## src/rtl/alu_if.sv

```systemverilog
`default_nettype none
// ============================================================================
//  Module   : alu_if
//  Purpose  : Request/response bundle between the execute stage and alu_seq.
//             Request side: in_valid/in_ready handshake with sel, arg1, arg2.
//             Response side: out_valid/out_ready handshake with result and
//             carry/zero flags.
//  Modports : master - pipeline side (drives requests, takes results)
//             slave  - ALU side (takes requests, drives results)
//  Revision : 1.0 - initial release
// ============================================================================
interface alu_if #(
    parameter int WIDTH = 16
);
    logic             in_valid;
    logic             in_ready;
    logic [1:0]       sel;
    logic [WIDTH-1:0] arg1;
    logic [WIDTH-1:0] arg2;
    logic             out_valid;
    logic             out_ready;
    logic [WIDTH-1:0] result;
    logic             carry_out;
    logic             zero_out;

    modport master (
        output in_valid, sel, arg1, arg2, out_ready,
        input  in_ready, out_valid, result, carry_out, zero_out
    );

    modport slave (
        input  in_valid, sel, arg1, arg2, out_ready,
        output in_ready, out_valid, result, carry_out, zero_out
    );
endinterface
`default_nettype wire

```

## src/rtl/alu_seq.sv

```systemverilog
`default_nettype none
// ============================================================================
//  Module   : alu_seq
//  Purpose  : Handshaked, registered ALU for the execute stage. ADD, NAND
//             and SUB complete in one cycle; MUL (sel=11) is an iterative
//             shift-add taking WIDTH cycles when ALU_MUL_EN is defined,
//             otherwise sel=11 behaves as ADD and no multiply state exists.
//  Ports    : clk  - clock, rising edge
//             rst  - asynchronous active-high reset
//             bus  - alu_if.slave (request and response handshakes)
//  Macros   : ALU_MUL_EN - enables the iterative multiplier
//  Revision : 1.0 - initial release
// ============================================================================
module alu_seq #(
    parameter int WIDTH = 16
) (
    input  logic  clk,
    input  logic  rst,
    alu_if.slave  bus
);

    typedef enum logic [0:0] {
        ST_IDLE = 1'b0,
        ST_BUSY = 1'b1
    } state_t;

    localparam logic [WIDTH:0] c_one_ext = {{WIDTH{1'b0}}, 1'b1};

    // Output registers
    logic             out_valid_q, out_valid_d;
    logic [WIDTH-1:0] result_q,    result_d;
    logic             carry_q,     carry_d;
    logic             zero_q,      zero_d;

    // Value being loaded into the output registers this cycle
    logic             ld;
    logic [WIDTH-1:0] ld_res;
    logic             ld_carry;

    logic [WIDTH:0]   add_sum;
    logic [WIDTH:0]   sub_sum;
    logic             accept;
    logic             drain;
    logic             in_ready;

    state_t           state_q;

`ifdef ALU_MUL_EN
    localparam int               CNT_W      = $clog2(WIDTH + 1);
    localparam logic [CNT_W-1:0] c_cnt_init = CNT_W'(WIDTH);
    localparam logic [CNT_W-1:0] c_cnt_one  = {{(CNT_W-1){1'b0}}, 1'b1};

    state_t             state_d;
    logic [2*WIDTH-1:0] mcand_q, mcand_d;
    logic [WIDTH-1:0]   mplr_q,  mplr_d;
    logic [2*WIDTH-1:0] acc_q,   acc_d;
    logic [CNT_W-1:0]   cnt_q,   cnt_d;
    logic [2*WIDTH-1:0] acc_sum;
`else
    // Without the multiplier the FSM never leaves IDLE.
    assign state_q = ST_IDLE;
`endif

    assign add_sum = {1'b0, bus.arg1} + {1'b0, bus.arg2};
    assign sub_sum = {1'b0, bus.arg1} + {1'b0, ~bus.arg2} + c_one_ext;

    // No path from in_valid: ready depends only on state and output slot.
    assign in_ready = !rst && (state_q == ST_IDLE) && (!out_valid_q || bus.out_ready);
    assign accept   = bus.in_valid && in_ready;
    assign drain    = out_valid_q && bus.out_ready;

    always_comb begin
        out_valid_d = out_valid_q;
        result_d    = result_q;
        carry_d     = carry_q;
        zero_d      = zero_q;
        ld          = 1'b0;
        ld_res      = '0;
        ld_carry    = 1'b0;
`ifdef ALU_MUL_EN
        state_d     = state_q;
        mcand_d     = mcand_q;
        mplr_d      = mplr_q;
        acc_d       = acc_q;
        cnt_d       = cnt_q;
        acc_sum     = '0;
`endif

        if (drain) begin
            out_valid_d = 1'b0;
        end

        if (accept) begin
            case (bus.sel)
                2'b01: begin
                    ld       = 1'b1;
                    ld_res   = ~(bus.arg1 & bus.arg2);
                    ld_carry = 1'b0;
                end
                2'b10: begin
                    ld       = 1'b1;
                    ld_res   = sub_sum[WIDTH-1:0];
                    ld_carry = sub_sum[WIDTH];
                end
`ifdef ALU_MUL_EN
                2'b11: begin
                    // Output slot is empty (or drained on this edge), so it
                    // stays empty for the whole multiply.
                    mcand_d     = {{WIDTH{1'b0}}, bus.arg1};
                    mplr_d      = bus.arg2;
                    acc_d       = '0;
                    cnt_d       = c_cnt_init;
                    state_d     = ST_BUSY;
                    out_valid_d = 1'b0;
                end
`endif
                default: begin
                    ld       = 1'b1;
                    ld_res   = add_sum[WIDTH-1:0];
                    ld_carry = add_sum[WIDTH];
                end
            endcase
        end

`ifdef ALU_MUL_EN
        if (state_q == ST_BUSY) begin
            acc_sum = acc_q + (mplr_q[0] ? mcand_q : '0);
            acc_d   = acc_sum;
            mcand_d = mcand_q << 1;
            mplr_d  = mplr_q >> 1;
            cnt_d   = cnt_q - c_cnt_one;
            if (cnt_q == c_cnt_one) begin
                ld       = 1'b1;
                ld_res   = acc_sum[WIDTH-1:0];
                ld_carry = |acc_sum[2*WIDTH-1:WIDTH];
                state_d  = ST_IDLE;
            end
        end
`endif

        if (ld) begin
            result_d    = ld_res;
            carry_d     = ld_carry;
            zero_d      = (ld_res == '0);
            out_valid_d = 1'b1;
        end
    end

    always_ff @(posedge clk or posedge rst) begin
        if (rst) begin
            out_valid_q <= 1'b0;
            result_q    <= '0;
            carry_q     <= 1'b0;
            zero_q      <= 1'b0;
        end else begin
            out_valid_q <= out_valid_d;
            result_q    <= result_d;
            carry_q     <= carry_d;
            zero_q      <= zero_d;
        end
    end

`ifdef ALU_MUL_EN
    always_ff @(posedge clk or posedge rst) begin
        if (rst) begin
            state_q <= ST_IDLE;
            mcand_q <= '0;
            mplr_q  <= '0;
            acc_q   <= '0;
            cnt_q   <= '0;
        end else begin
            state_q <= state_d;
            mcand_q <= mcand_d;
            mplr_q  <= mplr_d;
            acc_q   <= acc_d;
            cnt_q   <= cnt_d;
        end
    end
`endif

    assign bus.in_ready  = in_ready;
    assign bus.out_valid = out_valid_q;
    assign bus.result    = result_q;
    assign bus.carry_out = carry_q;
    assign bus.zero_out  = zero_q;

endmodule
`default_nettype wire

```

## src/flat_wrapper.sv

```systemverilog
// flat-port wrapper written by rule: the top's interface ports become plain ports
module alu_seq_flat 
#(
    parameter int WIDTH = 16
)
  (clk, rst, bus_in_valid, bus_sel, bus_arg1, bus_arg2, bus_out_ready, bus_in_ready, bus_out_valid, bus_result, bus_carry_out, bus_zero_out);
  alu_if #(.WIDTH(WIDTH)) bus_i ();
  input  logic clk;
  input  logic rst;
  input wire logic [$bits(bus_i.in_valid)-1:0] bus_in_valid;
  input wire logic [$bits(bus_i.sel)-1:0] bus_sel;
  input wire logic [$bits(bus_i.arg1)-1:0] bus_arg1;
  input wire logic [$bits(bus_i.arg2)-1:0] bus_arg2;
  input wire logic [$bits(bus_i.out_ready)-1:0] bus_out_ready;
  output wire logic [$bits(bus_i.in_ready)-1:0] bus_in_ready;
  output wire logic [$bits(bus_i.out_valid)-1:0] bus_out_valid;
  output wire logic [$bits(bus_i.result)-1:0] bus_result;
  output wire logic [$bits(bus_i.carry_out)-1:0] bus_carry_out;
  output wire logic [$bits(bus_i.zero_out)-1:0] bus_zero_out;
  assign bus_i.in_valid = bus_in_valid;
  assign bus_i.sel = bus_sel;
  assign bus_i.arg1 = bus_arg1;
  assign bus_i.arg2 = bus_arg2;
  assign bus_i.out_ready = bus_out_ready;
  assign bus_in_ready = bus_i.in_ready;
  assign bus_out_valid = bus_i.out_valid;
  assign bus_result = bus_i.result;
  assign bus_carry_out = bus_i.carry_out;
  assign bus_zero_out = bus_i.zero_out;
  alu_seq #(.WIDTH(WIDTH)) u_core (.clk(clk), .rst(rst), .bus(bus_i));
endmodule
```

## config.mk

```make
export PLATFORM = sky130hd
export DESIGN_NAME = alu_seq_flat
export DESIGN_NICKNAME = d
export VERILOG_FILES = /design/src/rtl/alu_if.sv /design/src/rtl/alu_seq.sv /design/src/flat_wrapper.sv
export SDC_FILE = /design/constraint.sdc
export NUM_CORES = 1
export LEC_CHECK = 0
export CORE_MARGIN = 5
export CORE_UTILIZATION = 53
export CTS_CLUSTER_SIZE = 40
export DETAILED_ROUTE_END_ITERATION = 16
export HOLD_SLACK_MARGIN = 0.08
export PLACE_DENSITY = 0.82
export REMOVE_ABC_BUFFERS = 1
export SKIP_CTS_REPAIR_TIMING = 1
export SLEW_MARGIN = 5
export SYNTH_ARGS = -nofsm -noshare
export SYNTH_HDL_FRONTEND = slang
export SYNTH_SLANG_ARGS = --single-unit
```

## constraint.sdc

```tcl
create_clock -name clk -period 2.7 [get_ports clk]
set_clock_uncertainty 0.05 [all_clocks]
set_input_delay 0.54 -clock clk [delete_from_list [all_inputs] [get_ports clk]]
set_output_delay 0.54 -clock clk [all_outputs]
set_load 0.005 [all_outputs]
```

==> flow_summary_export.csv, run 1 <==
group,metric,value,unit
floorplan,die_y,82.2,um
synthesis,synth.avg_cell_area,7.67,um^2
synthesis,async_flop_share,100,%
clock_network,cts.sinks,19,
sta,timing.worst_endpoint.kind,"register data pin",
outcome,status,"did not finish",
clock_network,root_buffer,"clkbuf_8",
sta,worst_endpoint,"u_core.bus.zero_out$_DFFE_PP0P_/D",
synthesis,synthFlopType,"dfrtp_1",
placement,dpl.hpwl,8030,um
synthesis,yosysTopAreaCellShare,17.2,%
synthesis,yosysSeqAreaShare,17.2,%
floorplan,start_util,54.4,%
placement,port_buffers,57,
synthesis,synth_area_leaders,"dfrtp_1, ha_1, inv_1",
synthesis,yosysWarningCount,0,
floorplan,std_cell_rows,26,
floorplan,ioPinCount,58,
synthesis,synthCells,360,
synthesis,ys_types,64,
synthesis,synth_top_cell_by_area,"dfrtp_1",
global_route,grt_max_degree,22,
placement,routabilityCongestion,0.934,
global_route,overflow,2,
placement,post-place-ws,-1.04,ns
floorplan,die_w,82.2,um
clock_network,cts_buffers,3,
synthesis,synth_edf_count,0,
synthesis,synth_commonest_cells,"inv_1, ha_1, nand2_1",
clock_network,clk_path_buf_depth,2,
synthesis,synth.most_common_cell,"inv_1",
synthesis,synthesis.area,2760,um^2
global_route,grt_util_all_layers,59.6,%
outcome,stop_stage,"global routing (5_1_grt)",
synthesis,synth_seq_cells,19,
clock_network,htreeDepth,1,
outcome,first-error,"[ERROR GRT-0232] Routing congestion too high. Check the congestion heatmap in the GUI.",
==> metrics by stage <==
| step | setup TNS, ns | cells | area [um^2] |
|---|---|---|---|
| after detailed placement | -9.64 | 580 | 4180 |
| after global placement | -8.20 | 580 | 4180 |
| after CTS | -6.00 | 584 | 4220 |
| after floorplan | -0.583 | 341 | 2680 |
==> cell families after synthesis <==
group | Yosys count | share of synthesized area, %
AND/OR/NAND/NOR | 115 | 21.3
multiplexers | 2 | 0.816
AO/OA/AOI/OAI | 124 | 33.3
buffers and inverters | 57 | 8.11
adder cells (fa/ha/maj) | 37 | 17.3
flip-flops | 19 | 17.2
XOR/XNOR | 6 | 1.90
==> metal layers <==
layer / track usage, % / overflow
met1: 58.6 / 0
met2: 79.6 / 0
met3: 38.5 / 0
met4: 61.8 / 2
met5: 13.3 / 0
==> run 2, diff against run 1 <==
Settings changed: CORE_UTILIZATION 53 to 40, CTS_CLUSTER_SIZE 40 to unset, HOLD_SLACK_MARGIN 0.08 to unset, PLACE_DENSITY 0.82 to unset, PLACE_DENSITY_LB_ADDON set to 0.15.
==> run 2 against run 1 <==
The flow now finishes, with violations (setup timing). Synthesized cell count unchanged. Synthesized area stayed put.
==> flow_summary_export.csv, run 2 <==
group,metric,value,unit
route,drtIter0Drc,186,
layout,layout_commonest_cell,"buf_4",
synthesis,yosysWarningCount,0,
floorplan,die_w,93.1,um
global_route,met2_usage,34.7,%
worst_setup_path,start_kind,"input pin",
synthesis,synth_edf_count,0,
synthesis,synth.most_common_cell,"inv_1",
placement,routabilityCongestion,0.900,
synthesis,ys_types,64,
synthesis,async_flop_share,100,%
worst_setup_path,arrival,3.07,ns
placement,post-place-ws,-0.994,ns
floorplan,std_cell_rows,30,
sta,period_share,109,%
sta,max_freq,0.339,GHz
clock_network,root_buffer,"clkbuf_8",
global_route,grt_pass1_wl,14500,um
hold_path,holdCritPathClass,"flip-flop to flip-flop",
route,ant_nets,0,
clock_network,cts.sinks,19,
layout,area_growth_syn_to_layout,77.8,%
worst_setup_path,cp.required,2.82,ns
worst_setup_path,worstSetupPathType,"input pin to flip-flop",
synthesis,synth_area_leaders,"dfrtp_1, ha_1, inv_1",
global_route,grt_pass1_vias,3080,
layout,drive_gt1_share,42.6,%
synthesis,yosysSeqAreaShare,17.2,%
worst_setup_path,timing.rr.end,"u_core.bus.zero_out",
sta,setup_viol,4,
clock_network,cts_tree,"built",
floorplan,core_area,6760,um^2
layout,n_fill_cell,508,
worst_setup_path,crit_chain,"buf_8 > buf_6 > ha_4 > nor2b_4 > o311a_4 > o221a_4 > buf_4 > o31a_1 > a32oi_2 > o2bb2ai_2 > nor4_2 > nand4_1 > a211oi_2",
clock_network,htreeDepth,1,
route,viasPerCell,5.54,
global_route,grt.busiest_layer,"met2",
layout,n_antenna_cell,0,
synthesis,synth_seq_cells,19,
hold_path,holdPathStages,2,
worst_setup_path,slowest_delay,0.37,ns
synthesis,synth_commonest_cells,"inv_1, ha_1, nand2_1",
worst_setup_path,critPathBufInv,3,
global_route,antenna_found_initial,0,
worst_setup_path,critPathMaxFanout,4,
sta,hold_viol,0,
run,maxCapViolCount,0,
worst_setup_path,reg2reg_setup_slack,0.44,ns
floorplan,ioPinCount,58,
floorplan,die_y,93.1,um
synthesis,yosysTopAreaCellShare,17.2,%
placement,port_buffers,57,
worst_setup_path,r2r_start,"u_core.bus.out_valid",
hold_path,min_from,"u_core.bus.result[1]",
power_and_ir_drop,ir_drop,0.182,mV
synthesis,synthesis.area,2760,um^2
clock_network,clk_path_buf_depth,2,
global_route,grt_max_degree,21,
power_and_ir_drop,leakagePower,2.35,nW
clock_network,clk_latency,0.25,ns
floorplan,start_util,40.9,%
power_and_ir_drop,p_total,1.68,mW
sta,fin_ws,-0.252,ns
route,drc,0,
layout,postLayoutCoreUtil,72.7,%
global_route,gr-usage-met3,1.45,%
worst_setup_path,worstRegToRegCells,8,
layout,layout_common_cells,"buf_4, clkdlybuf4s50_1, nand2_1, inv_1, o21ai_0",
outcome,failed_checks,"setup timing",
sta,tightest_slew,0.660,ns
worst_setup_path,slowest_stage,"o311a_4",
route,wl_per_cell,16.0,um
sta,maxSlewViolCount,0,
global_route,grt_util_all_layers,20.2,%
route,dr.pass1.iters,5,
power_and_ir_drop,p_per_area,342,nW/um^2
global_route,use_met1,28.1,%
layout,largest_reg_flops,16,
floorplan,die-area,8660,um^2
sta,relSlewSlack,56.0,%
sta,timing.final.crit_period,2.95,ns
synthesis,synthFlopType,"dfrtp_1",
placement,place_area,4200,um^2
outcome,status,"finished with violations",
layout,fin_area,4910,um^2
clock_network,clk_pin_slew,0.07,ns
clock_network,cts_buffers,3,
worst_setup_path,endpoint_kind,"flip-flop",
hold_path,hold_path_end,"u_core.bus.result[1]",
sta,rsz0062_at_grt,"yes",
worst_setup_path,critPathTopFamily,"compound AO/OA/AOI/OAI gates",
placement,dpl.hpwl,7640,um
layout,fin_nets,602,
synthesis,synth.avg_cell_area,7.67,um^2
route,wl,9680,um
global_route,overflow,0,
synthesis,synthCells,360,
synthesis,synth_top_cell_by_area,"dfrtp_1",
route,vias,3356,
-- run 2: final cells by class --
class / instances / area, um^2 / share of cell area, %
multi-input combinational: 284 / 2550 / 51.9
timing repair buffer: 181 / 1590 / 32.4
clock buffer: 4 / 45.0 / 0.917
tap: 80 / 100 / 2.04
inverter: 38 / 150 / 3.06
sequential: 19 / 475 / 9.68
-- run 2: through the flow --
stage               cells  TNS [ns]  hold WS [ns]
floorplan             341    -0.583         0.420
global placement      591     -8.69         0.410
detailed placement    591     -9.14         0.413
CTS                   595     -5.66         0.437
global route          606    -0.988         0.460
finish                606    -0.511         0.432
-- run 2: power by group --
group | switching [mW] | internal [mW] | total (mW)
clock | 0.0859 | 0.105 | 0.190
combinational | 0.494 | 0.615 | 1.11
sequential | 0.0350 | 0.344 | 0.379
total | 0.614 | 1.06 | 1.68
-- run 2: worst max path at each step --
| stage | depth (start not counted) | to | startpoint | slack, ns |
|---|---|---|---|---|
| after global placement | 13 | u_core.bus.zero_out | bus_arg2[1] | -0.96 |
| after global routing | 13 | u_core.bus.zero_out | bus_arg1[0] | -0.38 |
| after CTS | 13 | u_core.bus.zero_out | bus_arg1[0] | -0.74 |
| after floorplan | 12 | u_core.bus.zero_out | bus_arg1[0] | -0.29 |
| after detailed placement | 13 | u_core.bus.zero_out | bus_arg1[0] | -0.99 |
| final | 13 | u_core.bus.zero_out | bus_arg1[0] | -0.25 |
-- run 2: cell families (layout without fill, tap and decap cells) --
logic type                 Yosys count  in the layout  synth area share [%]
AOI/OAI and AO/OA                  124            124                  33.3
xor gates and xnor gates             6              6                  1.90
adders and majority gates           37             37                  17.3
buffers and inverters               57            223                  8.11
DFF                                 19             19                  17.2
muxes                                2              2                 0.816
and+or+nand+nor                    115            115                  21.3
-- run 2: worst register-to-register path, stage by stage, from the launching register on --
cell and delay, ns:
dfrtp_1 0.37, nor2b_1 0.15, nor3b_2 0.21, o221ai_1 0.19
a2111oi_2 0.37, nand3_1 0.16, nor4_2 0.28, nand4_1 0.16
a211oi_2 0.23
-- run 2: per-layer routing --
metal | wire length, um | share of wire [%]
met1 | 4490 | 46
met2 | 4710 | 49
met3 | 407 | 4.2
met4 | 80 | 0.83
met5 | 0 | 0
(Power assumes the default switching activity.)
